==> src/rtl/video_timing_pkg.sv <==
// Shared types and constants for the raster timing generator.
// Defaults describe 640x480@60 at a 25.175 MHz pixel clock.
package video_timing_pkg;

  localparam int TIMING_CNT_W = 12;
  localparam int TIMING_MAX_TOTAL = 1 << TIMING_CNT_W;

  typedef enum logic [1:0] {PH_ACTIVE, PH_FRONT, PH_SYNC, PH_BACK} phase_t;

  localparam int DEF_H_ACTIVE = 640;
  localparam int DEF_H_FP     = 16;
  localparam int DEF_H_SYNC   = 96;
  localparam int DEF_H_BP     = 48;
  localparam int DEF_V_ACTIVE = 480;
  localparam int DEF_V_FP     = 10;
  localparam int DEF_V_SYNC   = 2;
  localparam int DEF_V_BP     = 33;

  // One axis is legal when every phase is non-empty and the line/frame fits the counter.
  function automatic bit timing_legal(input int act, input int fp, input int sync, input int bp);
    return (act >= 1) && (fp >= 1) && (sync >= 1) && (bp >= 1) &&
           ((act + fp + sync + bp) <= TIMING_MAX_TOTAL);
  endfunction

  function automatic phase_t phase_next(input phase_t p);
    phase_t n;
    case (p)
      PH_ACTIVE: n = PH_FRONT;
      PH_FRONT:  n = PH_SYNC;
      PH_SYNC:   n = PH_BACK;
      default:   n = PH_ACTIVE;
    endcase
    return n;
  endfunction

endpackage

==> src/rtl/video_timing_if.sv <==
// Sync/coordinate bundle from the timing generator to encoders and pattern generators.
interface video_timing_if;
  import video_timing_pkg::*;

  logic                    blank;
  logic                    hsync;
  logic                    vsync;
  logic [TIMING_CNT_W-1:0] x;
  logic [TIMING_CNT_W-1:0] y;
  logic                    line_start;
  logic                    frame_start;

  modport master (
    output blank, hsync, vsync, x, y, line_start, frame_start
  );

  modport slave (
    input blank, hsync, vsync, x, y, line_start, frame_start
  );

endinterface

==> src/rtl/video_timing_axis.sv <==
// One raster axis: position counter plus a 4-phase FSM with an in-phase down-counter.
// cnt/phase/wrap describe the position the axis moves to on the next edge.
module video_timing_axis
  import video_timing_pkg::*;
#(
  parameter int ACTIVE = DEF_H_ACTIVE,
  parameter int FP     = DEF_H_FP,
  parameter int SYNC   = DEF_H_SYNC,
  parameter int BP     = DEF_H_BP
) (
  input  logic                    clk,
  input  logic                    reset,
  input  logic                    adv,
  output logic [TIMING_CNT_W-1:0] cnt,
  output phase_t                  phase,
  output logic                    wrap
);

  typedef logic [TIMING_CNT_W-1:0] cnt_t;

  localparam int   TOTAL    = ACTIVE + FP + SYNC + BP;
  localparam cnt_t CNT_LAST = cnt_t'(TOTAL - 1);
  localparam cnt_t ONE      = cnt_t'(1);

  // Cycles left in a phase, minus one, on entry to that phase.
  function automatic cnt_t phase_last(input phase_t p);
    cnt_t r;
    case (p)
      PH_ACTIVE: r = cnt_t'(ACTIVE - 1);
      PH_FRONT:  r = cnt_t'(FP - 1);
      PH_SYNC:   r = cnt_t'(SYNC - 1);
      default:   r = cnt_t'(BP - 1);
    endcase
    return r;
  endfunction

  cnt_t   cnt_q, cnt_d;
  cnt_t   rem_q, rem_d;
  phase_t phase_q, phase_d;
  logic   wrap_d;

  always_comb begin
    cnt_d   = cnt_q;
    rem_d   = rem_q;
    phase_d = phase_q;
    wrap_d  = adv && (phase_q == PH_BACK) && (rem_q == '0);
    if (adv) begin
      if (rem_q == '0) begin
        phase_d = phase_next(phase_q);
        rem_d   = phase_last(phase_d);
      end else begin
        rem_d = rem_q - ONE;
      end
      cnt_d = wrap_d ? '0 : cnt_q + ONE;
    end
  end

  // Parked at the last count of BACK so the first advance after reset lands on 0/ACTIVE.
  always_ff @(posedge clk) begin
    if (reset) begin
      cnt_q   <= CNT_LAST;
      rem_q   <= '0;
      phase_q <= PH_BACK;
    end else begin
      cnt_q   <= cnt_d;
      rem_q   <= rem_d;
      phase_q <= phase_d;
    end
  end

  assign cnt   = cnt_d;
  assign phase = phase_d;
  assign wrap  = wrap_d;

endmodule

==> src/rtl/video_timing.sv <==
// Raster timing generator: two chained axes, outputs decoded from their next state
// and registered together so sync, blank, strobes and coordinates share one cycle.
module video_timing
  import video_timing_pkg::*;
#(
  parameter int H_ACTIVE   = DEF_H_ACTIVE,
  parameter int H_FP       = DEF_H_FP,
  parameter int H_SYNC     = DEF_H_SYNC,
  parameter int H_BP       = DEF_H_BP,
  parameter int V_ACTIVE   = DEF_V_ACTIVE,
  parameter int V_FP       = DEF_V_FP,
  parameter int V_SYNC     = DEF_V_SYNC,
  parameter int V_BP       = DEF_V_BP,
  parameter bit H_SYNC_POL = 1'b0,
  parameter bit V_SYNC_POL = 1'b0
) (
  input  logic           clk,
  input  logic           reset,
  video_timing_if.master vif
);

  typedef logic [TIMING_CNT_W-1:0] cnt_t;

  if (!timing_legal(H_ACTIVE, H_FP, H_SYNC, H_BP)) begin : g_bad_h
    $error("video_timing: illegal horizontal geometry %0d/%0d/%0d/%0d",
           H_ACTIVE, H_FP, H_SYNC, H_BP);
  end
  if (!timing_legal(V_ACTIVE, V_FP, V_SYNC, V_BP)) begin : g_bad_v
    $error("video_timing: illegal vertical geometry %0d/%0d/%0d/%0d",
           V_ACTIVE, V_FP, V_SYNC, V_BP);
  end

  cnt_t   h_cnt, v_cnt;
  phase_t h_phase, v_phase;
  logic   h_wrap, v_wrap;

  video_timing_axis #(
    .ACTIVE (H_ACTIVE),
    .FP     (H_FP),
    .SYNC   (H_SYNC),
    .BP     (H_BP)
  ) u_h_axis (
    .clk   (clk),
    .reset (reset),
    .adv   (1'b1),
    .cnt   (h_cnt),
    .phase (h_phase),
    .wrap  (h_wrap)
  );

  // The vertical axis steps on the same edge the horizontal one wraps.
  video_timing_axis #(
    .ACTIVE (V_ACTIVE),
    .FP     (V_FP),
    .SYNC   (V_SYNC),
    .BP     (V_BP)
  ) u_v_axis (
    .clk   (clk),
    .reset (reset),
    .adv   (h_wrap),
    .cnt   (v_cnt),
    .phase (v_phase),
    .wrap  (v_wrap)
  );

  logic blank_q, blank_d;
  logic hsync_q, hsync_d;
  logic vsync_q, vsync_d;
  cnt_t x_q, x_d;
  cnt_t y_q, y_d;
  logic line_start_q, line_start_d;
  logic frame_start_q, frame_start_d;

  always_comb begin
    blank_d       = !((h_phase == PH_ACTIVE) && (v_phase == PH_ACTIVE));
    hsync_d       = (h_phase == PH_SYNC) ? H_SYNC_POL : !H_SYNC_POL;
    vsync_d       = (v_phase == PH_SYNC) ? V_SYNC_POL : !V_SYNC_POL;
    x_d           = h_cnt;
    y_d           = v_cnt;
    line_start_d  = h_wrap;
    frame_start_d = h_wrap && v_wrap;
  end

  always_ff @(posedge clk) begin
    if (reset) begin
      blank_q       <= 1'b1;
      hsync_q       <= !H_SYNC_POL;
      vsync_q       <= !V_SYNC_POL;
      x_q           <= '0;
      y_q           <= '0;
      line_start_q  <= 1'b0;
      frame_start_q <= 1'b0;
    end else begin
      blank_q       <= blank_d;
      hsync_q       <= hsync_d;
      vsync_q       <= vsync_d;
      x_q           <= x_d;
      y_q           <= y_d;
      line_start_q  <= line_start_d;
      frame_start_q <= frame_start_d;
    end
  end

  assign vif.blank       = blank_q;
  assign vif.hsync       = hsync_q;
  assign vif.vsync       = vsync_q;
  assign vif.x           = x_q;
  assign vif.y           = y_q;
  assign vif.line_start  = line_start_q;
  assign vif.frame_start = frame_start_q;

endmodule

==> src/flat_wrapper.sv <==
// flat-port wrapper written by rule: the top's interface ports become plain ports
module video_timing_flat import video_timing_pkg::*;
#(
  parameter int H_ACTIVE   = DEF_H_ACTIVE,
  parameter int H_FP       = DEF_H_FP,
  parameter int H_SYNC     = DEF_H_SYNC,
  parameter int H_BP       = DEF_H_BP,
  parameter int V_ACTIVE   = DEF_V_ACTIVE,
  parameter int V_FP       = DEF_V_FP,
  parameter int V_SYNC     = DEF_V_SYNC,
  parameter int V_BP       = DEF_V_BP,
  parameter bit H_SYNC_POL = 1'b0,
  parameter bit V_SYNC_POL = 1'b0
)
  (clk, reset, vif_blank, vif_hsync, vif_vsync, vif_x, vif_y, vif_line_start, vif_frame_start);
  video_timing_if vif_i ();
  input  logic clk;
  input  logic reset;
  output wire logic [$bits(vif_i.blank)-1:0] vif_blank;
  output wire logic [$bits(vif_i.hsync)-1:0] vif_hsync;
  output wire logic [$bits(vif_i.vsync)-1:0] vif_vsync;
  output wire logic [$bits(vif_i.x)-1:0] vif_x;
  output wire logic [$bits(vif_i.y)-1:0] vif_y;
  output wire logic [$bits(vif_i.line_start)-1:0] vif_line_start;
  output wire logic [$bits(vif_i.frame_start)-1:0] vif_frame_start;
  assign vif_blank = vif_i.blank;
  assign vif_hsync = vif_i.hsync;
  assign vif_vsync = vif_i.vsync;
  assign vif_x = vif_i.x;
  assign vif_y = vif_i.y;
  assign vif_line_start = vif_i.line_start;
  assign vif_frame_start = vif_i.frame_start;
  video_timing #(.H_ACTIVE(H_ACTIVE), .H_FP(H_FP), .H_SYNC(H_SYNC), .H_BP(H_BP), .V_ACTIVE(V_ACTIVE), .V_FP(V_FP), .V_SYNC(V_SYNC), .V_BP(V_BP), .H_SYNC_POL(H_SYNC_POL), .V_SYNC_POL(V_SYNC_POL)) u_core (.clk(clk), .reset(reset), .vif(vif_i));
endmodule
==> config.mk <==
export PLATFORM = sky130hd
export DESIGN_NAME = video_timing_flat
export DESIGN_NICKNAME = d
export VERILOG_FILES = /design/src/rtl/video_timing_pkg.sv /design/src/rtl/video_timing_if.sv /design/src/rtl/video_timing_axis.sv /design/src/rtl/video_timing.sv /design/src/flat_wrapper.sv
export SDC_FILE = /design/constraint.sdc
export NUM_CORES = 1
export LEC_CHECK = 0
export ABC_AREA = 1
export CAP_MARGIN = 15
export CELL_PAD_IN_SITES_DETAIL_PLACEMENT = 1
export CELL_PAD_IN_SITES_GLOBAL_PLACEMENT = 2
export CORE_UTILIZATION = 36
export DETAILED_ROUTE_END_ITERATION = 7
export GPL_ROUTABILITY_DRIVEN = 0
export PLACE_DENSITY_LB_ADDON = 0.1
export SLEW_MARGIN = 10
export SYNTH_ARGS = -nofsm -noshare
export SYNTH_HDL_FRONTEND = slang
export SYNTH_SLANG_ARGS = --single-unit
==> constraint.sdc <==
create_clock -name clk -period 3.2 [get_ports clk]
set_input_delay 0.48 -clock clk [delete_from_list [all_inputs] [get_ports clk]]
set_output_delay 0.48 -clock clk [all_outputs]
set_load 0.02 [all_outputs]
==> results.py, run 1 <==
metrics = {
    "outcome": {
        "status": "complete, no violations",
    },
    "timing": {
        "hold_violations": 0,
        "rsz0062_at_grt": "no",
        "tns_ps": 0,
        "clock_skew_ps": 11.1,
        "finalSetupViolations": 0,
        "relSlewSlack": 0.652,
        "finalCriticalPeriod_ps": 1940,
        "finalCritPeriodShare": 0.606,
        "layout_setup_ws_ps": 1260,
        "fmax_mhz": 516,
        "maxSlewViolCount": 0,
        "finalHoldWorstSlack_ps": 432,
        "tightestPinTransition_ps": 518,
    },
    "cts": {
        "path_clk_slew_ps": 70,
        "cts_buffers": 9,
        "cts_sinks": 67,
        "post_cts_resized": 0,
        "postCtsHoldBufs": 0,
        "tritoncts": "done",
        "clk_latency_ps": 340,
        "root_buffer": "clkbuf_8",
        "cts_setup_buffers": 0,
        "clockBufferDepth": 2,
        "htreeDepth": 3,
    },
    "yosys": {
        "ys_seq_elements": 67,
        "synthesis.nets": 482,
        "synthDistinctLibCells": 34,
        "ys_seq_area_frac": 0.390,
        "syn_area_per_cell_sq_um": 7.37,
        "synth_cells": 467,
        "ys_warn_count": 0,
        "syn_area_sq_um": 3440,
    },
    "pwr": {
        "net-switching-power_mw": 2.13,
        "p_int_mw": 2.19,
        "vdd.ir_drop.worst_mv": 0.619,
        "power_frac_clock": 0.146,
        "power_frac_seq": 0.307,
        "p_sw_frac": 0.493,
        "power.density_nw_per_um2": 1100,
        "p_leak_nw": 1.75,
        "pwr-share-comb": 0.547,
    },
    "grt": {
        "grt_use_total": 0.181,
        "antenna_found_initial": 0,
        "grt_pass1_vias": 2978,
        "overflow": 0,
        "grt_pass1_wl_microns": 14200,
        "grt_max_degree": 22,
    },
    "setup_path": {
        "critPathMaxFanout": 21,
        "crit_buf_inv": 1,
        "endpoint_kind": "flip-flop",
        "cp_slowest_cell": "nor2_8",
        "slowest_delay_ps": 350,
        "cp_cell_sequence": "inv_1, ha_1, nand2_2, nor2_4, nand3_4, nor2_8, nand3_4, nand2_2, nor2_1",
        "crit_arrival_ps": 2170,
        "startpoint_type": "flip-flop",
        "r2r-start": "u_core.u_h_axis.rem_q[0]",
        "worstSetupPathType": "flip-flop to flip-flop",
        "required_ps": 3430,
        "crit_start": "u_core.u_h_axis.rem_q[0]",
        "critPathTopFamily": "simple AND/OR/NAND/NOR gates",
    },
    "routing": {
        "drtIter0Drc": 52,
        "avgViaCountPerCell": 4.69,
        "routedWlPerCell_microns": 13.0,
        "vias": 2921,
        "drtPass1Iterations": 4,
        "drc": 0,
        "ant_nets": 0,
        "wl_microns": 8090,
    },
    "layout": {
        "final_cell_mix": "nand2_1, dfxtp_1, inv_1, nor2_1, nand3_1",
        "multiInputGateArea_sq_um": 1710,
        "final_common_cell": "nand2_1",
        "diodes": 0,
        "seq_area_sq_um": 1340,
        "drive_gt1_frac": 0.111,
        "nFillCells": 1180,
        "area_growth_pct": 14.3,
        "fin_nets": 504,
    },
    "floorplanning": {
        "io-pin-count": 31,
        "dieArea_sq_um": 9950,
        "dieHeight_microns": 99.7,
        "num_rows": 35,
        "start_util": 0.372,
        "die_w_microns": 99.7,
        "coreArea_sq_um": 9240,
    },
    "place": {
        "pre_cts_ws_ps": 1050,
        "io_buffers": 30,
        "dp_hpwl_microns": 6080,
    },
    "hold_path": {
        "hp-start": "u_core.u_h_axis.rem_q[0]",
        "min_path_type": "flip-flop to flip-flop",
    },
    "run": {
        "cap_violations": 0,
    },
}
==> state kept, by name, summed over array words and instances, names as in the netlist <==
| signal | flops |
|---|---|
| u_core.vif.line_start | 1 |
| u_core.vif.blank | 1 |
| u_core.vif.vsync | 1 |
| u_core.u_v_axis.phase_q | 2 |
| u_core.u_h_axis.cnt_q | 7 |
| u_core.u_h_axis.rem_q | 12 |
| u_core.u_v_axis.cnt_q | 12 |
| u_core.vif.frame_start | 1 |
| u_core.vif.hsync | 1 |
| u_core.vif.x | 12 |
| u_core.u_h_axis.phase_q | 2 |
| u_core.vif.y | 3 |
| u_core.u_v_axis.rem_q | 12 |
==> metal layers <==
layer,part of all wire,GRT usage
met4,0.012,0.0577
met5,0,0
met1,0.48,0.231
met2,0.48,0.303
met3,0.025,0.0401
==> power by group through the flow <==
stage                     Combinational [mW]  Sequential (mW)  Clock (mW)
after floorplan                         1.71             1.38           0
after global placement                  2.35             1.34           0
after detailed placement                2.39             1.35           0
after CTS                               2.42             1.33       0.656
after global routing                    2.70             1.37       0.691
final                                   2.37             1.33       0.633
==> final timing paths <==
kind	to	depth (start not counted)	slack, ps
hold / removal	u_core.u_h_axis.rem_q[0]	1	430
hold reg to reg	u_core.u_h_axis.rem_q[0]	1	430
setup / recovery	u_core.vif.y[2]	9	1260
setup reg to reg	u_core.vif.y[2]	9	1260
==> cell families (layout without fill, tap and decap cells) <==
group                    after synthesis  in the layout  share of synthesized area
AND/OR/NAND/NOR                      237            237                      0.324
buffers and inverters                 82            109                      0.112
flip-flops                            67             67                      0.390
AO/OA/AOI/OAI                         50             50                     0.0808
XOR/XNOR                              18             18                     0.0458
adder cells (fa/ha/maj)               13             13                     0.0473
==> stage by stage <==
step	instance area (sq um)	util	total power [mW]	cells
floorplan	3440	-	3.09	467
global placement	3760	0.407	3.70	607
detailed placement	3760	0.407	3.74	607
global route	3930	0.425	4.77	623
finish	3930	0.425	4.33	623
CTS	3930	0.425	4.41	623
==> cell type report <==
class,instances,area share
repair buffers,32,0.0802
clock inverters,6,0.0108
inverters,61,0.0582
flip-flops and latches,67,0.341
well taps,129,0.0411
multi-input cells,318,0.436
clock buffers,10,0.0325
==> cell usage after synthesis <==
| cell type | n | area, sq um |
|---|---|---|
| nand2_1 | 106 | 398 |
| dfxtp_1 | 67 | 1340 |
| inv_1 | 53 | 199 |
| nor2_1 | 52 | 195 |
| nand3_1 | 32 | 160 |
| o21ai_0 | 23 | 115 |
| buf_4 | 17 | 128 |
| ha_1 | 13 | 163 |
| a21oi_1 | 12 | 60.1 |
| xor2_1 | 12 | 105 |
| nor3_1 | 9 | 45.0 |
| inv_2 | 8 | 30.0 |
| nand2_2 | 7 | 43.8 |
| nand4_1 | 7 | 43.8 |
| nor2_2 | 7 | 43.8 |
| xnor2_1 | 6 | 52.6 |
| a31oi_1 | 5 | 31.3 |
| nand3_2 | 4 | 40.0 |
| nor2_4 | 4 | 45.0 |
| o21bai_1 | 4 | 30.0 |
| clkbuf_1 | 2 | 7.51 |
| nand3_4 | 2 | 35.0 |
| o211ai_1 | 2 | 15.0 |
| o21ai_1 | 2 | 10.0 |
| or2_2 | 2 | 12.5 |
| a21oi_2 | 1 | 8.76 |
| buf_2 | 1 | 5.00 |
| buf_8 | 1 | 15.0 |
| nand2_4 | 1 | 11.3 |
| nor2_8 | 1 | 20.0 |
| nor3_2 | 1 | 10.0 |
| nor4_1 | 1 | 6.26 |
| o31ai_1 | 1 | 7.51 |
| or2_1 | 1 | 6.26 |
Note: power is estimated with default switching activity, not from simulation.
==> run 2, diff against run 1 <==
--- a/config.mk
+++ b/config.mk
@@ -9,7 +9,7 @@
 export CAP_MARGIN = 15
 export CELL_PAD_IN_SITES_DETAIL_PLACEMENT = 1
 export CELL_PAD_IN_SITES_GLOBAL_PLACEMENT = 2
-export CORE_UTILIZATION = 36
+export CORE_UTILIZATION = 33
 export DETAILED_ROUTE_END_ITERATION = 7
 export GPL_ROUTABILITY_DRIVEN = 0
 export PLACE_DENSITY_LB_ADDON = 0.1
==> constraint.sdc (replaced) <==
create_clock -name clk -period 1.8 [get_ports clk]
set_input_delay 0.27 -clock clk [delete_from_list [all_inputs] [get_ports clk]]
set_output_delay 0.27 -clock clk [all_outputs]
set_load 0.02 [all_outputs]
==> run 2 against run 1 <==
Against the previous run:
- via count up 0.86%
- flip-flop and latch count did not move
- cell area grew 5.0%
- hold slack better by 4.8 ps
- die area grew 8.9%
- clock skew decreased by 2.0 ps
- combinational power increased by 95%
==> results.py, run 2 (synthesized netlist as in run 1, its figures left out) <==
metrics = {
    "layout": {
        "diodes": 0,
        "fin_nets": 519,
        "instances_no_fill": 642,
        "nFillCells": 1240,
        "final_cell_mix": "nand2_1, dfxtp_1, inv_1, nor2_1, nand3_1",
        "seq_area_sq_um": 1340,
        "design_area_sq_um": 4130,
        "multiInputGateArea_sq_um": 1740,
        "area_growth_pct": 20.0,
        "final_common_cell": "nand2_1",
        "drive_gt1_frac": 0.145,
    },
    "place": {
        "io_buffers": 30,
        "placed_cell_area_sq_um": 3850,
        "pre_cts_ws_ps": 33.9,
        "dp_hpwl_microns": 6330,
        "dp.cells": 621,
    },
    "cts": {
        "path_clk_slew_ps": 90,
        "clk_latency_ps": 350,
        "cts_buffers": 9,
        "tritoncts": "done",
        "root_buffer": "clkbuf_8",
        "cts_sinks": 67,
        "clockBufferDepth": 2,
        "htreeDepth": 3,
        "postCtsHoldBufs": 0,
    },
    "timing": {
        "tightestPinTransition_ps": 520,
        "finalCriticalPeriod_ps": 1710,
        "clock_skew_ps": 9.16,
        "fmax_mhz": 584,
        "finalCritPeriodShare": 0.952,
        "hold_violations": 0,
        "finalSetupViolations": 0,
        "maxSlewViolCount": 0,
        "relSlewSlack": 0.650,
        "layout_setup_ws_ps": 86.6,
    },
    "floorplanning": {
        "dieHeight_microns": 104,
        "io-pin-count": 31,
        "coreArea_sq_um": 9950,
        "num_rows": 36,
        "dieArea_sq_um": 10800,
        "die_w_microns": 104,
        "start_util": 0.346,
    },
    "grt": {
        "grt_pass1_vias": 2906,
        "grt_pass1_wl_microns": 14100,
        "overflow": 0,
        "antenna_found_initial": 0,
        "grt_use_total": 0.161,
        "grt_max_degree": 15,
    },
    "routing": {
        "routedWlPerCell_microns": 13.0,
        "ant_nets": 0,
        "wl_microns": 8370,
        "vias": 2946,
        "drtPass1Iterations": 4,
        "drc": 0,
        "drtIter0Drc": 66,
        "avgViaCountPerCell": 4.59,
    },
    "setup_path": {
        "cp.depth": 1,
        "slowest_delay_ps": 650,
        "required_ps": 1530,
        "cp-endpoint": "vif_x[5]",
        "crit_start": "u_core.vif.x[5]",
        "startpoint_type": "flip-flop",
        "critPathMaxFanout": 7,
        "worst_r2r_path_depth": 9,
        "critPathTopFamily": "buffers and inverters",
        "worstSetupPathType": "flip-flop to primary output",
        "crit_buf_inv": 1,
        "r2r-start": "u_core.u_v_axis.rem_q[0]",
        "reg2reg_slack_ps": 140,
        "crit_arrival_ps": 1440,
        "endpoint_kind": "primary output",
        "cp_cell_sequence": "clkdlybuf4s50_1",
        "cp_slowest_cell": "clkdlybuf4s50_1",
        "rr_endpoint": "u_core.u_v_axis.cnt_q[4]",
    },
    "run": {
        "cap_violations": 0,
    },
    "pwr": {
        "power.density_nw_per_um2": 2010,
        "p_leak_nw": 1.85,
        "p_total_mw": 8.31,
        "vdd.ir_drop.worst_mv": 0.703,
    },
    "outcome": {
        "status": "complete, no violations",
    },
    "hold_path": {
        "min_path_type": "flip-flop to flip-flop",
    },
}
## run 2: through the flow
stage	hold WS, ps	setup TNS [ps]	util
final	436	0	0.415
after global routing	461	-15.2	0.415
after CTS	442	0	0.409
after detailed placement	428	0	0.387
after global placement	417	0	0.387
after floorplan	412	0	-
## run 2: repair_timing
| item | in CTS | in global routing |
|---|---|---|
| buffers inserted | 1 | 4 |
| resized for setup | 0 | 7 |
| endpoints found under the setup margin | 1 | 20 |
| pin swaps | 1 | 6 |
## run 2: final cells by class
cell class / count / area share
multi-input cells: 318 / 0.422
flip-flops and latches: 67 / 0.325
repair buffers: 47 / 0.107
inverters: 61 / 0.0555
well taps: 133 / 0.0403
clock buffers: 9 / 0.0300
clock inverters: 7 / 0.0203
## run 2: worst min path at each step
stage / from / to / slack [ps] / cells after the start
after CTS: u_core.u_h_axis.rem_q[0] / u_core.u_h_axis.rem_q[0] / 440 / 1
after global routing: u_core.u_h_axis.rem_q[0] / u_core.u_h_axis.rem_q[0] / 460 / 1
after global placement: u_core.u_h_axis.rem_q[0] / u_core.u_h_axis.rem_q[0] / 420 / 1
final: u_core.u_h_axis.rem_q[0] / u_core.u_h_axis.rem_q[0] / 440 / 1
after detailed placement: u_core.u_h_axis.rem_q[0] / u_core.u_h_axis.rem_q[0] / 430 / 1
after floorplan: u_core.u_h_axis.rem_q[0] / u_core.u_h_axis.rem_q[0] / 410 / 1
## run 2: routing by layer
metal | wire, microns | up-vias | track usage | share of wire
li1 | - | 1542 | - | -
met2 | 3850 | 29 | 0.261 | 0.46
met4 | 119 | 0 | 0.0408 | 0.014
met1 | 4200 | 1367 | 0.215 | 0.50
met3 | 198 | 8 | 0.0363 | 0.024
met5 | 0 | - | 0 | 0
## run 2: report_power, final
| part | switching, mW | internal, mW |
|---|---|---|
| sequential | 0.399 | 1.96 |
| combinational | 2.88 | 1.73 |
| clock | 0.677 | 0.664 |
| total | 3.95 | 4.35 |
